==> src/rtl/cpu_decode.sv <==
`timescale 1ns/1ps
// cpu_decode: decode/issue stage between instruction fetch and execute.
// Consumes fetch words, resolves JMP locally by redirecting fetch, applies
// execute-stage redirects, and issues every other word to execute.
//
// Ports:
//   clk, resetn                 clock, asynchronous active-low reset
//   inst_valid_i, inst_i        fetch word and its valid
//   fetch_pc_i                  fetch next-PC (word PC is fetch_pc_i - 1)
//   read_inst_o                 consume presented word (combinational)
//   wr_pc_o, pc_o               one-cycle fetch redirect strobe and target
//   ex_redirect_i, ex_target_i  execute-stage taken branch and target
//   dec_valid_o, ex_ready_i     decoded-word handshake to execute
//   dec_op_o .. dec_pc_o        registered decoded fields
//   issue_cnt_o                 saturating count of issued words
module cpu_decode #(
    parameter int unsigned PCW  = 19,
    parameter int unsigned CNTW = 16
) (
    input  logic             clk,
    input  logic             resetn,
    input  logic             inst_valid_i,
    input  logic [31:0]      inst_i,
    input  logic [PCW-1:0]   fetch_pc_i,
    output logic             read_inst_o,
    output logic             wr_pc_o,
    output logic [PCW-1:0]   pc_o,
    input  logic             ex_redirect_i,
    input  logic [PCW-1:0]   ex_target_i,
    output logic             dec_valid_o,
    input  logic             ex_ready_i,
    output logic [5:0]       dec_op_o,
    output logic [4:0]       dec_rd_o,
    output logic [4:0]       dec_rs1_o,
    output logic [4:0]       dec_rs2_o,
    output logic [31:0]      dec_imm_o,
    output logic [PCW-1:0]   dec_pc_o,
    output logic [CNTW-1:0]  issue_cnt_o
);

    localparam int unsigned OPW  = 6;
    localparam int unsigned IMMW = 16;
    localparam logic [OPW-1:0]  OP_JMP  = 6'h02;
    localparam logic [CNTW-1:0] CNT_MAX = {CNTW{1'b1}};

    typedef enum logic {
        ST_RUN   = 1'b0,
        ST_FLUSH = 1'b1
    } state_t;

    state_t state;
    logic   is_jmp;

    // Consume only in RUN, when the output register is free or draining,
    // and never while a redirect is in flight.
    assign read_inst_o = (state == ST_RUN) & inst_valid_i
                       & (~dec_valid_o | ex_ready_i)
                       & ~ex_redirect_i & ~wr_pc_o;

    assign is_jmp = (inst_i[31:26] == OP_JMP);

    // State, redirect strobe, output register and issue counter.
    always_ff @(posedge clk or negedge resetn) begin
        if (!resetn) begin
            state       <= ST_FLUSH;
            wr_pc_o     <= 1'b0;
            pc_o        <= '0;
            dec_valid_o <= 1'b0;
            dec_op_o    <= '0;
            dec_rd_o    <= '0;
            dec_rs1_o   <= '0;
            dec_rs2_o   <= '0;
            dec_imm_o   <= '0;
            dec_pc_o    <= '0;
            issue_cnt_o <= '0;
        end else begin
            wr_pc_o <= 1'b0;
            if (ex_redirect_i) begin
                // Execute redirect wins over everything, including a held word.
                dec_valid_o <= 1'b0;
                wr_pc_o     <= 1'b1;
                pc_o        <= ex_target_i;
                state       <= ST_FLUSH;
            end else if (read_inst_o) begin
                if (is_jmp) begin
                    dec_valid_o <= 1'b0;
                    wr_pc_o     <= 1'b1;
                    pc_o        <= inst_i[PCW-1:0];
                    state       <= ST_FLUSH;
                end else begin
                    dec_valid_o <= 1'b1;
                    dec_op_o    <= inst_i[31:26];
                    dec_rd_o    <= inst_i[25:21];
                    dec_rs1_o   <= inst_i[20:16];
                    dec_rs2_o   <= inst_i[15:11];
                    dec_imm_o   <= {{(32-IMMW){inst_i[IMMW-1]}}, inst_i[IMMW-1:0]};
                    dec_pc_o    <= fetch_pc_i - PCW'(1);
                    if (issue_cnt_o != CNT_MAX) begin
                        issue_cnt_o <= issue_cnt_o + CNTW'(1);
                    end
                end
            end else begin
                if (ex_ready_i) begin
                    dec_valid_o <= 1'b0;
                end
                // Fetch shows one blank cycle after the strobe; that marks the
                // end of the wrong-path words.
                if ((state == ST_FLUSH) && !wr_pc_o && !inst_valid_i) begin
                    state <= ST_RUN;
                end
            end
        end
    end

endmodule

==> config.mk <==
export PLATFORM = sky130hd
export DESIGN_NAME = cpu_decode
export DESIGN_NICKNAME = d
export VERILOG_FILES = /design/src/rtl/cpu_decode.sv
export SDC_FILE = /design/constraint.sdc
export NUM_CORES = 1
export LEC_CHECK = 0
export CAP_MARGIN = 20
export CORE_MARGIN = 3
export CORE_UTILIZATION = 38
export CTS_CLUSTER_DIAMETER = 50
export DETAILED_ROUTE_END_ITERATION = 12
export PLACE_DENSITY = 0.82
export SLEW_MARGIN = 0
export SYNTH_ARGS = -nofsm -noshare
export SYNTH_HDL_FRONTEND = slang
export SYNTH_SLANG_ARGS = --single-unit
==> constraint.sdc <==
create_clock -name clk -period 1.9 [get_ports clk]
set_clock_uncertainty 0.2 [all_clocks]
set_input_delay 0.285 -clock clk [delete_from_list [all_inputs] [get_ports clk]]
set_output_delay 0.285 -clock clk [all_outputs]
set_load 0.005 [all_outputs]
=== Word-level counts from Yosys, hierarchy flattened ===
Cells that the tools add are included.

* Memory bits (writable): 0
* Output and inout bits: 110
* ROM bits: 0
* Word-level logic and storage cells: 52
* Latch bits: 0
* Memories kept: 0
* Bits in registers: 94

* Bitwise gates (word level): 10
* Shift operators: 0
* Divide/modulo/power cells: 0
* Multipliers: 0
* $lt $le $gt $ge: 0
* Multiplexer cells: 14
* Add/subtract/negate cells: 2
* Eq/ne operators: 3
* Reductions and logical operators: 12

{| class="wikitable"
|+ Operators with widths
! operator !! count
|-
| 19-bit 2-to-1 mux || 3
|-
| 19-bit by 1-bit subtractor with 19-bit output (second input constant) || 1
|-
| 16-bit by 1-bit adder with 16-bit output (second input constant) || 1
|-
| 16-bit != test (second input constant) || 1
|-
| 1-bit 2-to-1 mux || 11
|-
| 6-bit by 2-bit equality test with 1-bit output (second input constant) || 1
|-
| 3-bit nonzero test || 2
|-
| 1-bit inverter || 5
|-
| 1-bit AND || 4
|-
| 2-bit AND reduction || 2
|-
| 4-bit AND reduction || 1
|-
| 2-bit nonzero test || 2
|-
| 3-bit by 1-bit != test with 1-bit output (second input constant) || 1
|-
| 3-bit AND reduction || 1
|-
| 1-bit logical AND || 2
|-
| 1-bit zero test || 2
|-
| 1-bit bitwise OR || 1
|}

=== Depth between registers and ports, before layout ===
Gate-level depths: netlist of the first run.

* Depth after elaboration: 7
* Mapped depth: 7

=== Least setup slack after synthesis of the first run ===
OpenSTA, ideal clock, no wires.

* Path kind: input to register
* Start: input port fetch_pc_i[0]
* End: register dec_pc_o[12]
* Slack: -0.292 ns
* Data required time: 1.572 ns
* Buffers on the path: 0
* Library setup time: 0.128 ns
* Stages on the path: 7
* Data arrival time: 1.864 ns
* Cell sequence: inv_1 -> ha_1 -> or4b_4 -> or2_1 -> or4_1 -> xor2_1 -> o21ai_2

* Cells in the longest elaborated chain, start to end: 1

{| class="wikitable"
|+ RTL lines
! item !! RTL line !! source
|-
| from (decl) || 24 || <nowiki>input logic [PCW-1:0] fetch_pc_i,</nowiki>
|-
| 19-bit by 1-bit subtractor with 19-bit output || 97 || <nowiki>dec_pc_o <= fetch_pc_i - PCW'(1);</nowiki>
|-
| to (signal assigned) || 97 ||
|-
| to (decl) || 37 || <nowiki>output logic [PCW-1:0] dec_pc_o,</nowiki>
|}

No other way between the ends.
A chain may end at the register's enable or synchronous reset.

=== Final worst setup path of the first run ===
* Start: register state
* End: register pc_o[0]

* Cells in the longest elaborated chain, start to end: 7

{| class="wikitable"
|+ RTL lines
! item !! RTL line !! source
|-
| from (decl) || 51 || <nowiki>state_t state;</nowiki>
|-
| from (signal assigned) || 65 || <nowiki>state <= ST_FLUSH;</nowiki>
|-
| from (signal assigned) || 83 || <nowiki>state <= ST_FLUSH;</nowiki>
|-
| from (signal assigned) || 89 || <nowiki>state <= ST_FLUSH;</nowiki>
|-
| 1-bit inverter || 56 || <nowiki>assign read_inst_o = (state == ST_RUN) & inst_valid_i</nowiki>
|-
| 1-bit AND || 56 ||
|-
| 1-bit AND || 57 || <nowiki>& (~dec_valid_o | ex_ready_i)</nowiki>
|-
| 1-bit AND (2 in series) || 58 || <nowiki>& ~ex_redirect_i & ~wr_pc_o;</nowiki>
|-
| 2-bit nonzero test (no line) || n/a ||
|-
| 2-bit AND reduction (no line) || n/a ||
|-
| to (signal assigned) || 82 || <nowiki>pc_o <= ex_target_i;</nowiki>
|-
| to (signal assigned) || 88 || <nowiki>pc_o <= inst_i[PCW-1:0];</nowiki>
|-
| to (decl) || 27 || <nowiki>output logic [PCW-1:0] pc_o,</nowiki>
|}

No other way between the ends.

==> metrics.txt, run 1 <==
# TYPE chip_impl_metric gauge
chip_impl_metric{name="syn_area_per_cell",unit="um2"} 11.1
chip_impl_metric{name="layout_min_cycle_time",unit="ns"} 1.94
chip_impl_metric{name="worstPathArrival",unit="ns"} 1.94
chip_impl_metric{name="final_critical_path_setup_slack",unit="ns"} -0.0432
chip_impl_metric{name="synth_seq_cells",unit=""} 89
chip_impl_metric{name="cts_sinks",unit=""} 89
chip_impl_metric{name="grt_pass1_vias",unit=""} 3661
chip_impl_metric{name="post_route_cells_drive_above_1_share",unit="%"} 23.2
chip_impl_metric{name="ys_warn_count",unit=""} 0
chip_impl_info{name="layout_common_cells",value="sky130_fd_sc_hd__clkdlybuf4s50_1 (154), sky130_fd_sc_hd__dfrtp_1 (86), sky130_fd_sc_hd__nand2_1 (56)"} 1
chip_impl_metric{name="area_delta_synth_final",unit="%"} 70.3
chip_impl_metric{name="setup_viol_count_final",unit=""} 2
chip_impl_metric{name="initial_util",unit="%"} 39.4
chip_impl_metric{name="synth_fp_nets",unit=""} 446
chip_impl_metric{name="routed_wirelength",unit="um"} 12200
chip_impl_metric{name="postSynthCellCount",unit=""} 369
chip_impl_metric{name="grt_max_degree",unit=""} 41
chip_impl_metric{name="tns",unit="ns"} -0.0593
chip_impl_metric{name="dpl_hpwl",unit="um"} 8680
chip_impl_metric{name="design.portCount",unit=""} 185
chip_impl_metric{name="synth_enable_flop_cells",unit=""} 0
chip_impl_metric{name="die-area",unit="um2"} 12000
chip_impl_metric{name="place_inst",unit=""} 701
chip_impl_info{name="violated_checks",value="setup timing"} 1
chip_impl_metric{name="finalHoldWorstSlack",unit="ns"} 0.0840
chip_impl_metric{name="synth_compound_gate_area_share",unit="%"} 5.42
chip_impl_metric{name="synth_xor_area_share",unit="%"} 6.43
chip_impl_info{name="yosys_most_used_dff",value="sky130_fd_sc_hd__dfrtp_1"} 1
chip_impl_metric{name="power.leakage",unit="nW"} 3.37
chip_impl_metric{name="post_dp_cell_area",unit="um2"} 6340
chip_impl_metric{name="clock_slew_at_the_register_clock_pins_of_the_worst_setup_and_hold_paths",unit="ns"} 0.09
chip_impl_info{name="synth_top_family_by_area",value="simple AND/OR/NAND/NOR gates"} 1
chip_impl_metric{name="die_w",unit="um"} 110
chip_impl_info{name="rsz0062_at_grt",value="true"} 1
chip_impl_metric{name="initialDrtViolationCount",unit=""} 185
chip_impl_metric{name="timing.slew.headroom",unit="%"} 67.3
chip_impl_metric{name="area_share_of_and_or_nand_nor_cells_after_synthesis",unit="%"} 14.8
chip_impl_info{name="start_kind",value="flop"} 1
chip_impl_metric{name="detail_route.drc_violations",unit=""} 0
chip_impl_metric{name="detail_route.first_pass.iterations",unit=""} 4
chip_impl_info{name="layout.cells.most_common",value="sky130_fd_sc_hd__clkdlybuf4s50_1"} 1
chip_impl_metric{name="finalWeightedCongestion",unit=""} 0.806
chip_impl_metric{name="nNetsFinal",unit=""} 666
chip_impl_metric{name="drt-wirelength-per-cell",unit="um"} 16.7
chip_impl_metric{name="critical_path_required",unit="ns"} 1.89
chip_impl_info{name="worst-setup-path-type",value="flop to flop"} 1
chip_impl_metric{name="worstPathMaxFanout",unit=""} 10
chip_impl_metric{name="placement.setup.worst_slack",unit="ns"} -0.848
chip_impl_metric{name="max_slew.worst_pin.slew",unit="ns"} 0.491
chip_impl_info{name="clock_tree_from_tritoncts",value="done"} 1
chip_impl_metric{name="antenna_violations_before_repair",unit=""} 0
chip_impl_info{name="run_status",value="complete, but fails checks"} 1
chip_impl_metric{name="syn-cell-area",unit="um2"} 4090
chip_impl_metric{name="seq_area_frac_synth",unit="%"} 54.5
chip_impl_metric{name="remaining_global_route_overflow",unit=""} 0
chip_impl_metric{name="max_freq",unit="MHz"} 515
chip_impl_info{name="holdCritPathClass",value="input pin to flop"} 1
chip_impl_metric{name="io_buffer_count",unit=""} 184
chip_impl_metric{name="count_of_antenna_diodes_in_the_layout",unit=""} 0
chip_impl_metric{name="viasPerCell",unit=""} 4.88
chip_impl_metric{name="synth_adder_area_share",unit="%"} 0.612
chip_impl_metric{name="hold_violations",unit=""} 0
chip_impl_metric{name="cts-root-to-sink-buffers",unit=""} 2
chip_impl_metric{name="final_design_area_no_fill",unit="um2"} 6960
chip_impl_metric{name="fin_util",unit="%"} 67.1
chip_impl_info{name="critical_path.endpoint_type",value="flop"} 1
chip_impl_metric{name="vdd_ir_drop_max",unit="V"} 0.000445
chip_impl_metric{name="ys_async_sr_fraction",unit="%"} 100
chip_impl_metric{name="p_total",unit="mW"} 5.86
chip_impl_metric{name="final_antenna_net_count",unit=""} 0
chip_impl_metric{name="groute.usage.overall",unit="%"} 19.6
chip_impl_metric{name="floorplan.core_area",unit="um2"} 10400
chip_impl_metric{name="die-height",unit="um"} 110
chip_impl_metric{name="maxcap_violations",unit=""} 0
chip_impl_metric{name="dr_total_vias",unit=""} 3559
chip_impl_metric{name="h-tree-depth",unit=""} 3
chip_impl_metric{name="yosys-mux-area-fraction",unit="%"} 12.6
chip_impl_metric{name="stdcell_count",unit=""} 730
chip_impl_metric{name="insertion_delay",unit="ns"} 0.34
chip_impl_metric{name="final_max_slew_viol_count",unit=""} 0
chip_impl_metric{name="power_per_cell_area",unit="nW/um2"} 842
chip_impl_metric{name="floorplan.rows",unit=""} 37
chip_impl_metric{name="synth_cell_types",unit=""} 39
chip_impl_metric{name="layout_worst_path_cycle_share",unit="%"} 102
chip_impl_metric{name="cts_made_buffers",unit=""} 9
chip_impl_metric{name="grt_first_pass_wirelength",unit="um"} 18300
chip_impl_info{name="clk_root_buffer_cell",value="sky130_fd_sc_hd__clkbuf_8"} 1
-- flip-flops by register name (all words and copies together) (netlist names) --
signal	cells
dec_rs2_o	5
dec_valid_o	1
state	1
wr_pc_o	1
issue_cnt_o	16
pc_o	19
dec_rs1_o	5
dec_rd_o	5
dec_op_o	6
dec_imm_o	11
dec_pc_o	19
-- worst paths after layout --
| kind | from | to | slack, ns | cells after the start |
|---|---|---|---|---|
| min in group asynchronous | resetn | pc_o[3] | 0.24 | 2 |
| min | fetch_pc_i[0] | dec_pc_o[0] | 0.08 | 3 |
| min reg2reg | dec_op_o[2] | dec_op_o[2] | 0.28 | 2 |
| max reg2reg | state | pc_o[0] | -0.04 | 7 |
| max | state | pc_o[0] | -0.04 | 7 |
| max in group asynchronous | resetn | dec_imm_o[9] | 0.73 | 3 |
-- metal layers --
layer | global-route usage (%) | wire (um) | vias to the layer above
li1 | - | - | 1697
met1 | 24.2 | 4960 | 1724
met2 | 33.9 | 6200 | 125
met3 | 5.23 | 861 | 13
met4 | 5.52 | 158 | 0
met5 | 0 | 0 | -
-- logic make-up after synthesis --
group,count (synthesis)
AO/OA/AOI/OAI,42
XOR/XNOR,30
adder cells (fa/ha/maj),2
buffers and inverters,38
flip-flops,89
multiplexers,48
AND/OR/NAND/NOR,120
-- critical path: stages, from the launching register on --
cell,delay (ns)
sky130_fd_sc_hd__dfstp_2,0.54
sky130_fd_sc_hd__nor2_1,0.04
sky130_fd_sc_hd__and4b_2,0.24
sky130_fd_sc_hd__buf_6,0.15
sky130_fd_sc_hd__nand2_4,0.10
sky130_fd_sc_hd__buf_12,0.16
sky130_fd_sc_hd__mux2i_1,0.23
sky130_fd_sc_hd__o21ai_0,0.13
-- layout make-up --
cell class	count	area (um2)
Multi-Input combinational cell	242	1840
Tap cell	136	170
Inverter	2	22.5
Clock buffer	12	155
Fill cell	785	3410
Sequential cell	89	2230
Clock inverter	4	75.1
Timing Repair Buffer	245	2470
-- where the power goes --
part | internal [mW] | total, mW | switching, mW | leakage (nW)
Clock | 0.814 | 1.45 | 0.636 | 0.109
Sequential | 2.24 | 2.45 | 0.208 | 1.12
Combinational | 1.32 | 1.96 | 0.638 | 2.14
Total | 4.38 | 5.86 | 1.48 | 3.37
-- Yosys cell counts (2+ instances only) --
library cell / count / area, um2
sky130_fd_sc_hd__o21ai_0: 31 / 155
sky130_fd_sc_hd__or4_1: 4 / 30.0
sky130_fd_sc_hd__nand2_1: 58 / 218
sky130_fd_sc_hd__mux2i_1: 19 / 190
sky130_fd_sc_hd__nor2_1: 12 / 45.0
sky130_fd_sc_hd__nor4_2: 2 / 25.0
sky130_fd_sc_hd__nor4_1: 4 / 25.0
sky130_fd_sc_hd__nand4_1: 9 / 56.3
sky130_fd_sc_hd__xnor2_1: 20 / 175
sky130_fd_sc_hd__clkbuf_1: 9 / 33.8
sky130_fd_sc_hd__dfrtp_1: 88 / 2200
sky130_fd_sc_hd__buf_4: 21 / 158
sky130_fd_sc_hd__buf_2: 5 / 25.0
sky130_fd_sc_hd__o21ai_1: 7 / 35.0
sky130_fd_sc_hd__xor2_1: 10 / 87.6
sky130_fd_sc_hd__nor3_1: 2 / 10.0
sky130_fd_sc_hd__nand3b_1: 2 / 15.0
sky130_fd_sc_hd__nand3_1: 7 / 35.0
sky130_fd_sc_hd__ha_1: 2 / 25.0
sky130_fd_sc_hd__inv_1: 2 / 7.51
sky130_fd_sc_hd__and2_1: 3 / 18.8
sky130_fd_sc_hd__mux2_2: 29 / 327
sky130_fd_sc_hd__nand2b_1: 4 / 25.0
sky130_fd_sc_hd__and3_1: 4 / 25.0
-- repair_timing --
action | CTS | global route
setup buffers | 5 | 4
cloned | 2 | 1
endpoints found under the hold margin | 29 | 0
hold buffers | 1 | 0
gates resized for setup | 58 | 54
endpoints found under the setup margin | 76 | 102
pin swaps | 11 | 12
No activity file was read; power rests on OpenSTA's default activity.
==> inputs of run 2 (changes only) <==
CORE_UTILIZATION = 42   (was 38)
PLACE_DENSITY = 0.86   (was 0.82)
SKIP_LAST_GASP = 1   (was not set)
clock period = 2.15 ns   (was 1.9 ns; I/O delays follow)
==> metrics.txt, run 2 (same netlist as run 1, synthesis figures left out) <==
# TYPE chip_impl_metric gauge
chip_impl_info{name="run_status",value="completed"} 1
chip_impl_metric{name="viasPerCell",unit=""} 4.91
chip_impl_metric{name="nNetsFinal",unit=""} 649
chip_impl_metric{name="timing.slew.headroom",unit="%"} 64.2
chip_impl_metric{name="h-tree-depth",unit=""} 3
chip_impl_metric{name="antenna_violations_before_repair",unit=""} 0
chip_impl_info{name="layout_common_cells",value="sky130_fd_sc_hd__clkdlybuf4s50_1 (173), sky130_fd_sc_hd__dfrtp_1 (87), sky130_fd_sc_hd__nand2_1 (56)"} 1
chip_impl_metric{name="drt-wirelength-per-cell",unit="um"} 16.2
chip_impl_info{name="critical_path.endpoint_type",value="flop"} 1
chip_impl_metric{name="initialDrtViolationCount",unit=""} 94
chip_impl_metric{name="grt_max_degree",unit=""} 42
chip_impl_info{name="holdCritPathClass",value="input pin to flop"} 1
chip_impl_metric{name="setup_viol_count_final",unit=""} 0
chip_impl_metric{name="io_buffer_count",unit=""} 184
chip_impl_info{name="rsz0062_at_grt",value="false"} 1
chip_impl_metric{name="setup.reg_to_reg.worst_slack",unit="ns"} 0.11
chip_impl_info{name="start_kind",value="input pin"} 1
chip_impl_info{name="r2r_path_start",value="state"} 1
chip_impl_metric{name="cts-root-to-sink-buffers",unit=""} 2
chip_impl_info{name="clock_tree_from_tritoncts",value="done"} 1
chip_impl_metric{name="routed_wirelength",unit="um"} 11400
chip_impl_metric{name="worstPathMaxFanout",unit=""} 2
chip_impl_info{name="timing.critical_path.from",value="fetch_pc_i[6]"} 1
chip_impl_metric{name="final_antenna_net_count",unit=""} 0
chip_impl_metric{name="remaining_global_route_overflow",unit=""} 0
chip_impl_metric{name="critical_path_required",unit="ns"} 2.24
chip_impl_metric{name="floorplan.core_area",unit="um2"} 9330
chip_impl_metric{name="layout_worst_path_cycle_share",unit="%"} 98.4
chip_impl_metric{name="max_freq",unit="MHz"} 473
chip_impl_metric{name="vdd_ir_drop_max",unit="V"} 0.000428
chip_impl_metric{name="power_per_cell_area",unit="nW/um2"} 735
chip_impl_metric{name="worstRegToRegCells",unit=""} 8
chip_impl_metric{name="design.portCount",unit=""} 185
chip_impl_info{name="crit_path_end",value="dec_pc_o[12]"} 1
chip_impl_metric{name="dpl_hpwl",unit="um"} 8520
chip_impl_metric{name="post_route_cells_drive_above_1_share",unit="%"} 18.7
chip_impl_metric{name="area_delta_synth_final",unit="%"} 58.7
chip_impl_metric{name="worstPathArrival",unit="ns"} 2.20
chip_impl_metric{name="finalHoldWorstSlack",unit="ns"} 0.118
chip_impl_metric{name="finalWeightedCongestion",unit=""} 0.812
chip_impl_metric{name="stdcell_count",unit=""} 706
chip_impl_metric{name="count_of_antenna_diodes_in_the_layout",unit=""} 0
chip_impl_info{name="worst-setup-path-type",value="input pin to flop"} 1
chip_impl_metric{name="detail_route.drc_violations",unit=""} 0
chip_impl_metric{name="die_w",unit="um"} 105
chip_impl_metric{name="dr_total_vias",unit=""} 3464
chip_impl_metric{name="die-area",unit="um2"} 11000
chip_impl_metric{name="layout_min_cycle_time",unit="ns"} 2.12
chip_impl_metric{name="detail_route.first_pass.iterations",unit=""} 6
chip_impl_metric{name="floorplan.rows",unit=""} 35
chip_impl_metric{name="power.leakage",unit="nW"} 2.92
chip_impl_metric{name="place_inst",unit=""} 686
chip_impl_info{name="clk_root_buffer_cell",value="sky130_fd_sc_hd__clkbuf_8"} 1
chip_impl_metric{name="cts_sinks",unit=""} 89
chip_impl_metric{name="die-height",unit="um"} 105
chip_impl_info{name="layout_top_registers",value="dec_pc_o: 19 flops, pc_o: 19 flops, issue_cnt_o: 16 flops"} 1
chip_impl_metric{name="insertion_delay",unit="ns"} 0.35
chip_impl_metric{name="grt_pass1_vias",unit=""} 3615
chip_impl_metric{name="tns",unit="ns"} 0
chip_impl_metric{name="groute.usage.overall",unit="%"} 20.3
chip_impl_info{name="r2r_end",value="pc_o[16]"} 1
chip_impl_metric{name="grt_first_pass_wirelength",unit="um"} 18300
chip_impl_metric{name="nFillCells",unit=""} 709
chip_impl_info{name="layout.cells.most_common",value="sky130_fd_sc_hd__clkdlybuf4s50_1"} 1
chip_impl_metric{name="p_total",unit="mW"} 4.76
chip_impl_metric{name="clock_slew_at_the_register_clock_pins_of_the_worst_setup_and_hold_paths",unit="ns"} 0.10
chip_impl_metric{name="cts_made_buffers",unit=""} 9
chip_impl_metric{name="maxcap_violations",unit=""} 0
chip_impl_metric{name="fin_util",unit="%"} 69.5
chip_impl_metric{name="final_max_slew_viol_count",unit=""} 0
chip_impl_metric{name="max_slew.worst_pin.slew",unit="ns"} 0.537
chip_impl_metric{name="hold_violations",unit=""} 0
chip_impl_metric{name="initial_util",unit="%"} 43.8
-- run 2: worst min path at each step --
stage	start	end	slack, ns	depth (start not counted)
2_1_floorplan	resetn	dec_imm_o[0]	-0.17	0
3_3_place_gp	resetn	pc_o[6]	0.13	1
5_1_grt	fetch_pc_i[0]	dec_pc_o[0]	0.12	3
3_5_place_dp	resetn	pc_o[8]	0.13	1
4_1_cts	fetch_pc_i[0]	dec_pc_o[0]	0.1	3
6_report	fetch_pc_i[0]	dec_pc_o[0]	0.12	3
-- run 2: cell type report --
| class | count | area, um2 | share of cell area, % |
|---|---|---|---|
| Clock inverter | 7 | 52.6 | 0.810 |
| Tap cell | 129 | 161 | 2.49 |
| Multi-Input combinational cell | 242 | 1670 | 25.8 |
| Timing Repair Buffer | 228 | 2240 | 34.5 |
| Sequential cell | 89 | 2230 | 34.4 |
| Clock buffer | 9 | 124 | 1.91 |
| Inverter | 2 | 7.51 | 0.116 |
-- run 2: stage by stage --
stage                     setup WS (ns)  area, um2
after floorplan                 -0.0797       4090
after global placement           -0.469       6220
after detailed placement         -0.565       6220
after CTS                       0.00436       6410
after global routing             0.0238       6490
final                            0.0341       6490
-- run 2: worst max-delay path, cell delays in order --
cell and delay [ns]:
sky130_fd_sc_hd__dlygate4sd2_1 0.26, sky130_fd_sc_hd__or4_4 0.54, sky130_fd_sc_hd__or2_1 0.26, sky130_fd_sc_hd__or4_4 0.55
sky130_fd_sc_hd__xor2_2 0.16, sky130_fd_sc_hd__o21ai_2 0.12
-- run 2: what timing repair did --
action | in CTS | in global routing
gates cloned | 0 | 2
setup endpoints to repair | 23 | 5
hold endpoints to repair | 38 | 0
hold buffers | 1 | 0
gates resized for setup | 21 | 6
pin swaps | 8 | 1
buffers inserted | 1 | 0
-- run 2: where the power goes --
part / switching, mW / internal (mW)
sequential: 0.214 / 1.98
clock: 0.620 / 0.431
combinational: 0.481 / 1.04
-- run 2: per-layer routing --
layer / up-vias / part of all wire, % / global-route usage, % / routed length, um
met5: - / 0 / 0 / 0
met4: 0 / 1.1 / 5.81 / 128
met3: 11 / 5.2 / 3.46 / 595
met2: 118 / 51 / 36.1 / 5810
met1: 1680 / 43 / 25.5 / 4910
li1: 1655 / - / - / -
